==> src/rtl/msg_relay_fifo.sv <==
`default_nettype none
// ============================================================================
// Module   : msg_relay_fifo
// Purpose  : Multi-channel message relay. NUM_CH blocking sync/notify input
//            channels are arbitrated round-robin into a DEPTH-entry FIFO and
//            emitted on a single blocking sync/notify output channel.
//            Messages are {mode, y, x}; mode read=0, write=1. A write-mode
//            message with y=1 is a flush marker: it is enqueued, then input
//            acceptance stops until the FIFO has drained.
// Ports    : clk        - clock
//            rst        - asynchronous active-high reset
//            in_msg     - channel i message at [i*MSG_W +: MSG_W]
//            in_sync    - channel i offers a message
//            in_notify  - one-hot accept grant (combinational)
//            out_msg    - FIFO head message (0 when empty)
//            out_sync   - consumer takes out_msg this cycle
//            out_notify - out_msg is valid
//            occupancy  - entries currently stored
//            drain_busy - block is draining after a flush marker
//            accept_cnt - per-channel 16-bit accept counters
//                         (only when MSG_RELAY_STATS_EN is defined)
// Config   : MSG_RELAY_STATS_EN - adds the accept_cnt port and counters
// Revision : 1.0 - initial release
// ============================================================================
module msg_relay_fifo #(
   parameter  int NUM_CH = 4,
   parameter  int DATA_W = 32,
   parameter  int DEPTH  = 8,
   localparam int MSG_W  = DATA_W + 2,
   localparam int OCC_W  = $clog2(DEPTH + 1)
) (
   input  logic                    clk,
   input  logic                    rst,
   input  logic [NUM_CH*MSG_W-1:0] in_msg,
   input  logic [NUM_CH-1:0]       in_sync,
   output logic [NUM_CH-1:0]       in_notify,
   output logic [MSG_W-1:0]        out_msg,
   input  logic                    out_sync,
   output logic                    out_notify,
   output logic [OCC_W-1:0]        occupancy,
   output logic                    drain_busy
`ifdef MSG_RELAY_STATS_EN
   ,
   output logic [NUM_CH*16-1:0]    accept_cnt
`endif
);

   localparam int PTR_W = $clog2(DEPTH);
   localparam int CH_W  = (NUM_CH > 1) ? $clog2(NUM_CH) : 1;

   typedef enum logic [0:0] {
      RUN   = 1'b0,
      DRAIN = 1'b1
   } state_t;

   state_t              state;
   state_t              state_nxt;
   logic [CH_W-1:0]     rr_ptr;
   logic [CH_W-1:0]     rr_nxt;
   logic [PTR_W-1:0]    wr_ptr;
   logic [PTR_W-1:0]    rd_ptr;
   logic [MSG_W-1:0]    mem [DEPTH];
   logic                grant_found;
   logic [CH_W-1:0]     grant_idx;
   logic                can_accept;
   logic                push;
   logic                pop;
   logic [MSG_W-1:0]    push_msg;
   logic                is_marker;

   // Round-robin search starting at rr_ptr, wrapping modulo NUM_CH.
   always_comb begin
      logic [CH_W:0] cand;
      grant_found = 1'b0;
      grant_idx   = '0;
      cand        = '0;
      for (int k = 0; k < NUM_CH; k++) begin
         cand = {1'b0, rr_ptr} + (CH_W+1)'(k);
         if (cand >= (CH_W+1)'(NUM_CH)) begin
            cand = cand - (CH_W+1)'(NUM_CH);
         end
         if (!grant_found && in_sync[cand[CH_W-1:0]]) begin
            grant_found = 1'b1;
            grant_idx   = cand[CH_W-1:0];
         end
      end
   end

   // Grant is withheld during reset so no transfer can be seen while rst=1.
   always_comb begin
      in_notify = '0;
      if (!rst && can_accept && grant_found) begin
         in_notify[grant_idx] = 1'b1;
      end
   end

   assign push      = |(in_sync & in_notify);
   assign push_msg  = in_msg[int'(grant_idx)*MSG_W +: MSG_W];
   assign is_marker = push_msg[MSG_W-1] & push_msg[MSG_W-2];
   assign rr_nxt    = (grant_idx == CH_W'(NUM_CH - 1)) ? '0 : grant_idx + 1'b1;

   assign out_notify = (occupancy != '0);
   assign pop        = out_notify & out_sync;
   assign out_msg    = out_notify ? mem[rd_ptr] : '0;

   // FSM state register
   always_ff @(posedge clk or posedge rst) begin
      if (rst) begin
         state <= RUN;
      end else begin
         state <= state_nxt;
      end
   end

   // FSM next state and outputs. A full FIFO blocks grants even when a pop
   // happens in the same cycle; there is no full-bypass.
   always_comb begin
      state_nxt  = state;
      can_accept = 1'b0;
      drain_busy = 1'b0;
      case (state)
         RUN: begin
            can_accept = (occupancy != OCC_W'(DEPTH));
            if (push && is_marker) begin
               state_nxt = DRAIN;
            end
         end
         DRAIN: begin
            drain_busy = 1'b1;
            if (occupancy == '0) begin
               state_nxt = RUN;
            end
         end
         default: state_nxt = RUN;
      endcase
   end

   // Pointers, arbitration pointer and occupancy
   always_ff @(posedge clk or posedge rst) begin
      if (rst) begin
         rr_ptr    <= '0;
         wr_ptr    <= '0;
         rd_ptr    <= '0;
         occupancy <= '0;
      end else begin
         if (push) begin
            rr_ptr <= rr_nxt;
            wr_ptr <= wr_ptr + 1'b1;
         end
         if (pop) begin
            rd_ptr <= rd_ptr + 1'b1;
         end
         case ({push, pop})
            2'b10:   occupancy <= occupancy + 1'b1;
            2'b01:   occupancy <= occupancy - 1'b1;
            default: occupancy <= occupancy;
         endcase
      end
   end

   // Storage needs no reset: out_msg is masked while the FIFO is empty.
   always_ff @(posedge clk) begin
      if (push) begin
         mem[wr_ptr] <= push_msg;
      end
   end

`ifdef MSG_RELAY_STATS_EN
   generate
      for (genvar c = 0; c < NUM_CH; c++) begin : g_stats
         logic [15:0] cnt;
         always_ff @(posedge clk or posedge rst) begin
            if (rst) begin
               cnt <= '0;
            end else if (in_sync[c] && in_notify[c]) begin
               cnt <= cnt + 16'd1;
            end
         end
         assign accept_cnt[c*16 +: 16] = cnt;
      end
   endgenerate
`endif

endmodule
`default_nettype wire

==> config.mk <==
export PLATFORM = sky130hd
export DESIGN_NAME = msg_relay_fifo
export DESIGN_NICKNAME = d
export VERILOG_FILES = /design/src/rtl/msg_relay_fifo.sv
export SDC_FILE = /design/constraint.sdc
export NUM_CORES = 1
export LEC_CHECK = 0
export CORE_ASPECT_RATIO = 1.5
export CORE_UTILIZATION = 39
export DETAILED_ROUTE_END_ITERATION = 16
export PLACE_DENSITY_LB_ADDON = 0.25
export SYNTH_ARGS = -nofsm -noshare
export SYNTH_HDL_FRONTEND = slang
export SYNTH_SLANG_ARGS = --single-unit
==> constraint.sdc <==
create_clock -name clk -period 13 [get_ports clk]
set_input_delay 1.95 -clock clk [delete_from_list [all_inputs] [get_ports clk]]
set_output_delay 1.95 -clock clk [all_outputs]
set_load 0.03 [all_outputs]
==> After elaboration in Yosys (flattened, before gate mapping) <==
Memories as Yosys holds them, arrays and structs flattened.
Index checks and enable logic that the tools add are counted.
Widths: inputs -> output; s select.
{ "classes": {"n_eq_ne": 4, "n_bitwise": 4, "multipliers": 1, "shift": 1, "mux": 33, "order_cmp": 10, "add_sub_neg": 12, "n_reduce_logical": 15} }
{ "ops": {"columns": ["op", "count"], "rows": [
  ["$shiftx 136x9->34", 1],
  ["$mux 34", 1],
  ["$mux 2", 9],
  ["$lt 2x3->1 const B", 5],
  ["$mux 1", 15],
  ["$ge 3x3->1 const B", 3],
  ["$bmux 1 s2", 4],
  ["$pmux 4 s2", 1],
  ["$sub 2x1->2 const B", 4],
  ["$logic_and 1x1->1", 7],
  ["$mul 2x5->7 const B", 1],
  ["$add 2x2->3 const B", 2],
  ["$add 3x1->3 const B", 2],
  ["$add 4x1->4 const B", 1],
  ["$and 4x4->4", 1],
  ["$eq 2x2->1 const B", 2],
  ["$logic_not 1->1", 4],
  ["$logic_not 4->1", 1],
  ["$mux 4", 1],
  ["$ne 4x4->1 const B", 1],
  ["$reduce_bool 4->1", 1],
  ["$reduce_or 4->1", 1],
  ["$sub 4x1->4 const B", 1],
  ["$add 2x1->3 const B", 1],
  ["other kinds (9)", 10]
]} }
{ "word_totals": {"input_bits": 143, "register_bits": 13, "mem_bits_rw": 272, "n_memories": 1} }
{ "memory_table": {"columns": ["memory", "words", "width", "read_ports", "rd_ports_with_merged_regs", "write_ports", "line_no", "text"], "rows": [
  ["mem", 8, 34, 1, 0, 1, "62", "logic [MSG_W-1:0] mem [DEPTH];"]
]} }

==> Logic depth before layout (Yosys ltp) <==
Gate-level depths: netlist (run 1).
{ "logic_depth": {"depth_word": 24, "ltp_mapped": 17, "depth_no_buf": 15} }

==> Least setup slack after synthesis (run 1) <==
No wires, ideal clock.
{ "synth_path": {"kind": "input to register", "start": "input port in_sync[2]", "end": "memory mem[5][0] (netlist bit), enable pin", "arrival_ns": 6.129, "setup_ns": 0.475, "cell_stages": 10, "path_buffers": 2, "slack_ns": 6.396, "path_cell_list": "mux2i_1 nor2_1 nor3_4 buf_2 buf_2 ha_1 nand2_1 a31oi_4 nand2_2 nor3b_1"} }
{ "synth_between": {"elab_chain_cells": 21, "elab_cells_between_ends": 33, "classes_between": "order compare: 2; mux: 21; bitwise: 1; reduce/logical: 9"} }
{ "synth_rtl": {"columns": ["element", "line_no", "text"], "rows": [
  ["from (decl)", "35", "input logic [NUM_CH-1:0] in_sync,"],
  ["$bmux 1 s2", "82", "if (!grant_found && in_sync[cand[CH_W-1:0]]) begin"],
  ["$mux 1 (not written as such)", "82", null],
  ["$mux 1", "82", null],
  ["$logic_not 1->1", "82", null],
  ["$logic_and 1x1->1", "82", null],
  ["$mux 1", "82", null],
  ["$logic_not 1->1", "82", null],
  ["$logic_and 1x1->1", "82", null],
  ["[... 5 more ...]", null, null],
  ["$logic_and 1x1->1 (not written as such)", "93", "in_notify[grant_idx] = 1'b1;"],
  ["$mux 1 (not written as such)", "93", null],
  ["$demux 1 s2", "93", null],
  ["$mux 4", "92", "if (!rst && can_accept && grant_found) begin"],
  ["$and 4x4->4 (*)", "97", "assign push = |(in_sync & in_notify);"],
  ["$reduce_or 4->1 (*)", "97", null],
  ["$mux 1 (*)", "163", "if (push) begin"],
  ["$mux 1 (not written as such) (*)", "164", "mem[wr_ptr] <= push_msg;"],
  ["to (decl)", "62", null]
]} }
Every way passes the cells marked *; elsewhere a longest branch is shown, timed or not. The select of a mux whose other input is x is not followed.

==> Worst setup path in the final report (run 1) <==
{ "layout_path": {"start": "input port in_sync[0]", "end": "output port in_notify[3]"} }
{ "layout_between": {"elab_chain_cells": 17, "elab_cells_between_ends": 29, "classes_between": "order compare: 2; mux: 19; reduce/logical: 8"} }
{ "layout_rtl": {"columns": ["element", "line_no", "text"], "rows": [
  ["$bmux 1 s2", "82", null],
  ["$mux 1 (not written as such)", "82", null],
  ["$mux 1", "82", null],
  ["$logic_not 1->1", "82", null],
  ["$logic_and 1x1->1", "82", null],
  ["$mux 1", "82", null],
  ["$logic_not 1->1", "82", null],
  ["$logic_and 1x1->1", "82", null],
  ["$mux 1", "82", null],
  ["$logic_not 1->1", "82", null],
  ["$logic_and 1x1->1", "82", null],
  ["$mux 2", "82", null],
  ["$lt 2x3->1 (not written as such) or $ge 2x1->1 (tied branches)", "93", null],
  ["$logic_and 1x1->1 (not written as such)", "93", null],
  ["$mux 1 (not written as such)", "93", null],
  ["$demux 1 s2", "93", null],
  ["$mux 4 (*)", "92", null],
  ["to (decl)", "36", "output logic [NUM_CH-1:0] in_notify,"]
]} }
Marked as above.

==> results of run 1 <==
[metal layers]
metal | vias to the layer above | wire length, µm
met1 | 3447 | 11400
li1 | 3144 | -
met5 | - | 0
met3 | 20 | 1560
met4 | 0 | 368
met2 | 223 | 14700
[cells by family (layout without fill, tap and decap cells)]
kind of cell    after synthesis  after routing
buf+inv                      54            257
flops                       285            285
compound gates               76             76
simple gates                159            159
mux                         113            113
fa+ha+maj                     7              7
xor+xnor                      8              8
[cell type report]
| class | instances | area share [%] |
|---|---|---|
| Multi-Input combinational cell | 363 | 22.9 |
| Clock inverter | 14 | 0.808 |
| Sequential cell | 285 | 55.5 |
| Tap cell | 400 | 3.26 |
| Timing Repair Buffer | 203 | 13.0 |
| Clock buffer | 31 | 4.42 |
| Inverter | 9 | 0.220 |
[power by group through the flow]
stage	Clock (mW)	Sequential (mW)	Combinational [mW]
3_3_place_gp	0	1.43	1.47
5_1_grt	0.768	1.43	1.57
3_5_place_dp	0	1.43	1.49
6_report	0.720	1.41	1.46
4_1_cts	0.731	1.42	1.49
2_1_floorplan	0	1.34	1.01
[worst paths after layout]
path / slack, ns / end / depth (start not counted)
max: 5.78 / in_notify[3] / 9
min: 0.48 / rd_ptr[2]$_DFFE_PP0P_ / 1
max reg2reg: 8.09 / mem[3][11]$_DFFE_PP_ / 10
min reg2reg: 0.48 / rd_ptr[2]$_DFFE_PP0P_ / 1
max in group asynchronous: 10.75 / rd_ptr[0]$_DFFE_PP0P_ / 2
min in group asynchronous: 1.83 / occupancy[0]$_DFFE_PP0P_ / 2
[sequential cells by signal, indices dropped and copies added, names as in the netlist]
signal	flops
mem	272
occupancy	4
wr_ptr	3
rd_ptr	3
state	1
rr_ptr	2
[cells in the final DEF, fill, tap and decap left out, types with 3 or more instances in the layout]
cell | netlist | layout
clkdlybuf4s50_1 | 0 | 186
edfxtp_1 | 272 | 272
mux2_2 | 3 | 3
clkinv_1 | 0 | 3
inv_1 | 8 | 8
xnor2_1 | 4 | 4
a21oi_1 | 4 | 4
clkinvlp_4 | 0 | 3
dfrtp_1 | 13 | 10
nor2_1 | 41 | 39
buf_4 | 5 | 17
a211oi_1 | 32 | 32
clkbuf_8 | 0 | 3
clkbuf_1 | 20 | 3
mux4_2 | 68 | 68
xor2_1 | 4 | 4
clkbuf_16 | 0 | 25
and2_1 | 32 | 32
clkinv_2 | 0 | 6
a31oi_1 | 32 | 32
nand2_1 | 70 | 70
mux2i_1 | 42 | 42
ha_1 | 6 | 6
[metrics by stage]
step	hold slack, ns	power (mW)	area [µm²]	instances	utilization [%]
6_report	0.482	3.59	15300	1305	50.4
5_1_grt	0.486	3.77	15300	1305	50.4
3_5_place_dp	0.470	2.92	14500	1260	47.7
2_1_floorplan	0.497	2.35	12200	702	-
3_3_place_gp	0.457	2.90	14500	1260	47.7
4_1_cts	0.483	3.64	15300	1305	50.4
==> summary.txt, run 1 <==
Outcome
  • Status: complete, no violations

Placement
  • Detail Placement HPWL: ~17 mm
  • PortBufs: between 150 and 200
  • Final Wtd Congestion: between 0.7 and 0.8
  • Pre-CTS setup slack: between 5 and 6 ns

Global route
  • Global-route wire length before repair: about 43 mm
  • M1 GR Usage: roughly 22%
  • All-Layer GR Usage: ~18%
  • Grt total ovfl: 0
  • Antenna violations before repair: 0
  • Vias in the first global route: approximately 7400
  • Grt met3 use: under 10%
  • Pin count of the biggest net entering global routing: slightly above 70
  • Met2 usage in global routing: 32.7%
  • Gr busiest metal: met2

Critical path
  • CP Capture Type: output pin
  • CP Cell Sequence: clkdlybuf4s50_1 > mux2i_1 > nor2_1 > nor3_4 > buf_4 > ha_1 > inv_1 > nor2_1 > clkdlybuf4s50_1
  • Reg-to-reg startpoint: rr_ptr[1]$_DFFE_PP0P_
  • CP delay by family, top: buffers and inverters
  • CP Launch Type: input port
  • Critical Path RT: between 10 and 15 ns
  • Critical path buffers and inverters: 4
  • Critical path fanouts, max: just over 40
  • Critical path arrival: between 5 and 6 ns
  • Max stage delay cell, worst path: nor3_4
  • Crit Path Category: in2out
  • Worst Setup SP: in_sync[0]
  • CP peak stage delay: a little under 0.9 ns

Synth
  • Cells after Synth: ~700
  • Yosys top cell by area: edfxtp_1
  • Async set-reset flop share out of synthesis: approximately 4.6%
  • Synth Area in Adders: less than 1%
  • Most instantiated cells after synthesis: edfxtp_1 (272), nand2_1 (70), mux4_2 (68)
  • Post-synthesis cell area: 0.0122 mm²
  • Avg Cell Area, Syn: around 17 µm²
  • Post-synth EDFFs: around 270
  • Post-Synth XOR/XNOR Area: less than 1%
  • Library cells used by synthesis: 39
  • Largest family of logic cells by synthesized area: multiplexers
  • Count leader, synth: edfxtp_1
  • Synth Area in Compound Gates: under 10%
  • Post-Synth Simple-Gate Area: under 10%
  • Register area share after synthesis: a little over two thirds
  • Largest cells by area after synthesis: edfxtp_1 (67%), mux4_2 (13%), mux2i_1 (3.5%)
  • #FFs+latches synth: approximately 290
  • Post-synthesis mux area share: about 16%
  • Top cell type's share of synthesized area: between 60% and 70%
  • Syn_nets: between 800 and 900
  • Ys flop type: edfxtp_1
  • Synth warnings: 0

Die
  • Initial Util: 40.0%
  • Num rows: 78
  • Num ports: about 190
  • Core Area: roughly 0.030 mm²
  • Die ar.: between 0.03 and 0.04 mm²
  • Die height: ~220 µm
  • Die width: ~150 µm

Drt
  • Residual DRC: 0
  • Drt wl/cell: between 20 and 25 µm
  • DRT iter0 DRCs: 447
  • Post-Route WL: ~28 mm
  • Via count: 6834
  • Vias per std cell: between 5 and 6
  • Antenna-violating nets left: 0
  • Drt pass-1 iters: 4

Clocking
  • Hold Buf Count CTS: 0
  • Post-CTS Resized: 0
  • Clk slew on worst S/H paths: ~0.07 ns
  • # Post-CTS Setup Buffers: 0
  • TritonCTS clock tree: yes
  • Clock sink total: ~290
  • CTS max path bufs: 3
  • Clk_lat worst skew: between 0.5 and 0.6 ns
  • Htree depth: 1
  • CTS Buf Count: 25
  • Root Driver: clkbuf_16

Power
  • Flop pwr share: slightly below 40%
  • Net Sw Power: 1.28 mW
  • Internal power: ~2.3 mW
  • Maximum vdd drop: just under 0.0002 V
  • PD cells: around 230 mW/mm²
  • Clock network fraction of design power: approximately a fifth
  • Combinational share of power: 40.7%
  • Net Sw Frac: 35.7%
  • LEAKAGE: ~5.1 nW

STA
  • Final worst path period share: approximately 56%
  • Fin Clk Skew: ~0.014 ns
  • FMAX: between 0.1 and 0.15 GHz
  • Hold Fails Final Rpt: 0
  • Tightest Pin Transition: 1.09 ns
  • RSZ-0062 raised after global routing: no
  • Worst slew margin relative to its limit: approximately 27%
  • Final Max Slew Viols: 0
  • Final setup vio count: 0
  • Setup TNS: 0 ns
  • Setup ws final: 5.78 ns
  • Crit path time final: between 7 and 8 ns

Min path
  • Hold crit path type: reg2reg
  • Hold Startpoint: rd_ptr[2]$_DFFE_PP0P_

Flow run
  • Max-Cap Viols: 0

Layout
  • Final #Nets: about 1000
  • Sequential Area: ~0.0085 mm²
  • Share of layout cells above drive strength 1: 16.1%
  • Area Overhead vs Synth: 25.9%
  • Area of the multi-input gates: 0.00350 mm²
  • Fillers: about 2600
  • # diodes: 0
Note: power is estimated with default switching activity, not from simulation.
==> run 2: changes to the inputs <==
==> constraint.sdc (replaced) <==
create_clock -name clk -period 7.5 [get_ports clk]
set_input_delay 1.125 -clock clk [delete_from_list [all_inputs] [get_ports clk]]
set_output_delay 1.125 -clock clk [all_outputs]
set_load 0.03 [all_outputs]
==> summary.txt, run 2 (synthesis results as in run 1) <==
Outcome
  • Status: complete, no violations

STA
  • Final setup vio count: 0
  • Fin Clk Skew: 0.0103 ns
  • Setup TNS: 0 ns
  • Worst slew margin relative to its limit: between 20% and 30%
  • RSZ-0062 raised after global routing: no
  • Setup ws final: around 2.3 ns
  • Final Max Slew Viols: 0
  • Hold Fails Final Rpt: 0
  • Final worst path period share: around 70%
  • FMAX: approximately 0.19 GHz
  • Tightest Pin Transition: ~1.1 ns
  • Crit path time final: approximately 5.2 ns

Global route
  • Global-route wire length before repair: between 40 and 50 mm
  • Vias in the first global route: 7419
  • Pin count of the biggest net entering global routing: 71
  • All-Layer GR Usage: between 10% and 20%
  • Grt total ovfl: 0
  • Met2 usage in global routing: about 33%
  • Gr busiest metal: met2
  • Antenna violations before repair: 0
  • M1 GR Usage: 21.9%
  • Grt met3 use: roughly 2.3%

Critical path
  • Critical Path RT: between 6 and 7 ns
  • CP Launch Type: input port
  • Critical path arrival: 4.10 ns
  • Crit Path Category: in2out
  • Most frequent CP cell: clkdlybuf4s50_1
  • Max stage delay cell, worst path: clkdlybuf4s50_1
  • CP Capture Type: output pin
  • CP peak stage delay: around 0.68 ns
  • Critical path fanouts, max: between 40 and 50
  • CP Cell Sequence: clkdlybuf4s50_1 > a21oi_1 > o21a_1 > o22ai_4 > inv_2 > buf_4 > ha_1 > inv_1 > nor2_1 > clkdlybuf4s50_1

Die
  • Die ar.: approximately 0.032 mm²
  • Die width: approximately 150 µm
  • Num ports: ~190
  • Num rows: 78
  • Initial Util: roughly two fifths
  • Core Area: 0.0304 mm²
  • Die height: 218 µm

Placement
  • Detail Placement HPWL: about 18 mm
  • PortBufs: roughly 190
  • Final Wtd Congestion: 0.711
  • Pre-CTS setup slack: approximately 2.2 ns

Drt
  • Drt wl/cell: 21.5 µm
  • Vias per std cell: around 5.3
  • Residual DRC: 0
  • Antenna-violating nets left: 0
  • Drt pass-1 iters: 7
  • Via count: between 6000 and 7000
  • Post-Route WL: roughly 28 mm
  • DRT iter0 DRCs: around 400

Clocking
  • Hold Buf Count CTS: 0
  • TritonCTS clock tree: yes
  • Clk slew on worst S/H paths: 0.07 ns
  • Post-CTS Resized: 0
  • # Post-CTS Setup Buffers: 0
  • Htree depth: 1
  • CTS Buf Count: 25
  • Clock sink total: between 200 and 300
  • Clk_lat worst skew: 0.51 ns
  • Root Driver: clkbuf_16
  • CTS max path bufs: 3

Layout
  • Area Overhead vs Synth: 25.4%
  • Biggest registers after layout: mem x272, occupancy x4
  • Commonest cells after routing, fill and taps aside: edfxtp_1 (272), clkdlybuf4s50_1 (186), nand2_1 (70)
  • Share of layout cells above drive strength 1: between 10% and 20%
  • Commonest non-fill, non-tap cell in the layout: edfxtp_1
  • Fillers: 2585
  • # diodes: 0
  • Number of flip-flops in the largest register: around 270
  • Top reg by flops: mem
  • Final #Nets: a little over 1000

Power
  • PD cells: just over 400 mW/mm²
  • Maximum vdd drop: between 0.0004 and 0.0005 V
  • LEAKAGE: ~5.1 nW

Flow run
  • Max-Cap Viols: 0

Min path
  • Hold crit path type: reg2reg
[run 2: cell types whose count changed in the layout (fill, tap and decap cells not counted), sizes merged]
cell      delta
bufinv       -1
clkbuf       +6
clkinvlp     -2
clkinv       -3
buf          -1
[run 2: final timing paths]
kind                                         end  slack [ns]                   from  cells after the start
min                        wr_ptr[0]$_DFFE_PP0P_        0.55  wr_ptr[0]$_DFFE_PP0P_                      1
max reg2reg                 mem[6][21]$_DFFE_PP_        3.42  rr_ptr[1]$_DFFE_PP0P_                     10
min reg2reg                wr_ptr[0]$_DFFE_PP0P_        0.55  wr_ptr[0]$_DFFE_PP0P_                      1
max in group asynchronous  rd_ptr[0]$_DFFE_PP0P_        6.09                    rst                      2
max                                 in_notify[3]        2.27             in_sync[0]                     10
min in group asynchronous        state$_DFF_PP0_        1.00                    rst                      2
[run 2: cell type report]
type / count / area [µm²] / share of cell area (%)
well taps: 400 / 500 / 3.28
clock buffers: 37 / 681 / 4.46
inverters: 9 / 33.8 / 0.221
flip-flops and latches: 285 / 8500 / 55.7
repair buffers: 202 / 1980 / 13.0
clock inverters: 8 / 65.1 / 0.426
multi-input cells: 363 / 3500 / 23.0
[run 2: per-stage QoR]
step / power [mW] / area, µm² / hold slack, ns / std cells / util [%]
2_1_floorplan: 4.08 / 12200 / 0.497 / 702 / -
3_3_place_gp: 5.04 / 14500 / 0.532 / 1259 / 47.7
6_report: 6.17 / 15300 / 0.555 / 1304 / 50.1
5_1_grt: 6.48 / 15300 / 0.590 / 1304 / 50.1
3_5_place_dp: 5.07 / 14500 / 0.547 / 1259 / 47.7
4_1_cts: 6.26 / 15300 / 0.556 / 1304 / 50.1
[run 2: where the power goes]
group,total [mW],switching [mW],internal (mW)
combinational,2.50,1.43,1.08
sequential,2.47,0.260,2.21
clock,1.19,0.530,0.662
[run 2: metal layers]
layer	routed length [µm]	up-vias	part of all wire [%]
li1	-	3133	-
met2	15000	209	54
met3	1330	33	4.8
met1	11300	3543	40
met5	0	-	0
met4	399	0	1.4
[run 2: critical path: cells and delay by family]
kind / cells / cell delay [ns]
AND/OR/NAND/NOR: 1 / 0.09
AO/OA/AOI/OAI: 3 / 0.45
buffers and inverters: 5 / 2.14
adder cells (fa/ha/maj): 1 / 0.28
==> run 3: changes to the inputs <==
==> constraint.sdc (replaced) <==
create_clock -name clk -period 5.4 [get_ports clk]
set_input_delay 0.81 -clock clk [delete_from_list [all_inputs] [get_ports clk]]
set_output_delay 0.81 -clock clk [all_outputs]
set_load 0.03 [all_outputs]
==> summary.txt, run 3 (synthesis results as in run 1) <==
Die
  • Num rows: 78
  • Core Area: about 0.03 mm²
  • Initial Util: around two fifths
  • Die width: 146 µm
  • Die height: approximately 220 µm
  • Num ports: around 190
  • Die ar.: between 0.03 and 0.04 mm²

Global route
  • Grt total ovfl: 0
  • All-Layer GR Usage: ~17%
  • Pin count of the biggest net entering global routing: about 70
  • Vias in the first global route: 7158
  • Antenna violations before repair: 0
  • Global-route wire length before repair: roughly 42 mm

Min path
  • Hold crit path type: reg2reg

Power
  • PD cells: around 560 mW/mm²
  • Net Sw Power: about 3.1 mW
  • Combinational share of power: 40.4%
  • Net Sw Frac: a little over a third
  • Maximum vdd drop: 0.000621 V
  • Flop pwr share: approximately two fifths
  • Clock network fraction of design power: 19.5%
  • LEAKAGE: 5.10 nW
  • Internal power: approximately 5.5 mW

STA
  • Fin Clk Skew: around 0.0073 ns
  • Final setup vio count: 0
  • Worst slew margin relative to its limit: 28.9%
  • Tightest Pin Transition: approximately 1.1 ns
  • Final worst path period share: a little under 80%
  • Hold Fails Final Rpt: 0
  • RSZ-0062 raised after global routing: no
  • Final Max Slew Viols: 0
  • Hold Slack: around 0.55 ns
  • FMAX: 0.240 GHz
  • Crit path time final: 4.16 ns
  • Setup TNS: 0 ns

Drt
  • Antenna-violating nets left: 0
  • DRT iter0 DRCs: 333
  • Post-Route WL: roughly 27 mm
  • Vias per std cell: a little over 5
  • Drt pass-1 iters: 4
  • Via count: 6793
  • Residual DRC: 0
  • Drt wl/cell: 20.9 µm

Critical path
  • Critical Path RT: 4.59 ns
  • CP Capture Type: output pin
  • Crit Path Category: reg2out
  • Critical path arrival: approximately 3.4 ns
  • Critical path fanouts, max: 39
  • CP Launch Type: flop

Layout
  • Number of flip-flops in the largest register: 272
  • Area Overhead vs Synth: 26.1%
  • Commonest non-fill, non-tap cell in the layout: edfxtp_1
  • Fillers: around 2600
  • # diodes: 0
  • Share of layout cells above drive strength 1: 16.2%
  • Final #Nets: 1040
  • Biggest registers after layout: mem x272, occupancy x4
  • Commonest cells after routing, fill and taps aside: edfxtp_1 (272), clkdlybuf4s50_1 (186), nand2_1 (70)
  • Top reg by flops: mem

Placement
  • Detail Placement HPWL: 17.6 mm
  • Final Wtd Congestion: roughly 0.77
  • PortBufs: 186

Clocking
  • Clock sink total: roughly 290
  • CTS max path bufs: 3
  • Clk_lat worst skew: slightly above 0.5 ns
  • Root Driver: clkbuf_16
  • Clk slew on worst S/H paths: roughly 0.07 ns
  • # Post-CTS Setup Buffers: 0
  • Post-CTS Resized: 0
  • Hold Buf Count CTS: 0
  • Htree depth: 1
  • CTS Buf Count: 24
  • TritonCTS clock tree: yes

Flow run
  • Max-Cap Viols: 0

Outcome
  • Status: complete, no violations
## run 3: worst paths after layout
check | endpoint | startpoint | cells past startpoint | slack (ns)
max reg2reg | occupancy[3]$_DFFE_PP0P_ | rr_ptr[1]$_DFFE_PP0P_ | 15 | 1.88
max in group asynchronous | rd_ptr[0]$_DFFE_PP0P_ | rst | 2 | 4.34
min in group asynchronous | wr_ptr[2]$_DFFE_PP0P_ | rst | 2 | 0.68
min reg2reg | wr_ptr[0]$_DFFE_PP0P_ | wr_ptr[0]$_DFFE_PP0P_ | 1 | 0.55
max | out_msg[11] | rd_ptr[0]$_DFFE_PP0P_ | 5 | 1.24
min | wr_ptr[0]$_DFFE_PP0P_ | wr_ptr[0]$_DFFE_PP0P_ | 1 | 0.55
## run 3: layout make-up
type / count / area, µm² / area share [%]
clock buffer: 25 / 626 / 4.07
clock inverter: 19 / 146 / 0.953
inverter: 9 / 33.8 / 0.220
multi-input combinational: 363 / 3520 / 22.9
sequential: 285 / 8500 / 55.4
tap: 400 / 500 / 3.26
timing repair buffer: 207 / 2030 / 13.2
## run 3: worst max-delay path, stage by stage, from the launching register on
cell,delay [ns]
dfrtp_4,0.95
buf_4,0.41
mux4_2,0.57
mux2i_1,0.17
nor2_1,0.10
clkdlybuf4s50_1,0.62
## run 3: per-stage QoR
| step | setup slack [ns] | utilization (%) | total power [mW] | cell area (µm²) | cells |
|---|---|---|---|---|---|
| floorplan | 0.131 | - | 5.67 | 12200 | 702 |
| global placement | 1.09 | 47.9 | 7.03 | 14600 | 1264 |
| detailed placement | 1.02 | 47.9 | 7.06 | 14600 | 1264 |
| CTS | 1.11 | 50.4 | 8.74 | 15400 | 1308 |
| global route | 1.01 | 50.4 | 9.06 | 15400 | 1308 |
| finish | 1.24 | 50.4 | 8.62 | 15400 | 1308 |
## run 3: power by group through the flow
stage          clock network [mW]  logic, mW  registers (mW)
6_report                     1.68       3.48            3.46
5_1_grt                      1.79       3.75            3.51
4_1_cts                      1.71       3.55            3.47
3_5_place_dp                    0       3.54            3.52
3_3_place_gp                    0       3.52            3.51
2_1_floorplan                   0       2.44            3.23
## run 3: per-layer routing
layer  track usage, %  share of wire (%)  up-vias
li1                 -                  -     3152
met1             21.7                 41     3430
met2             31.8                 53      193
met3             2.13                4.8       18
met4             3.47                1.2        0
met5                0                  0        -
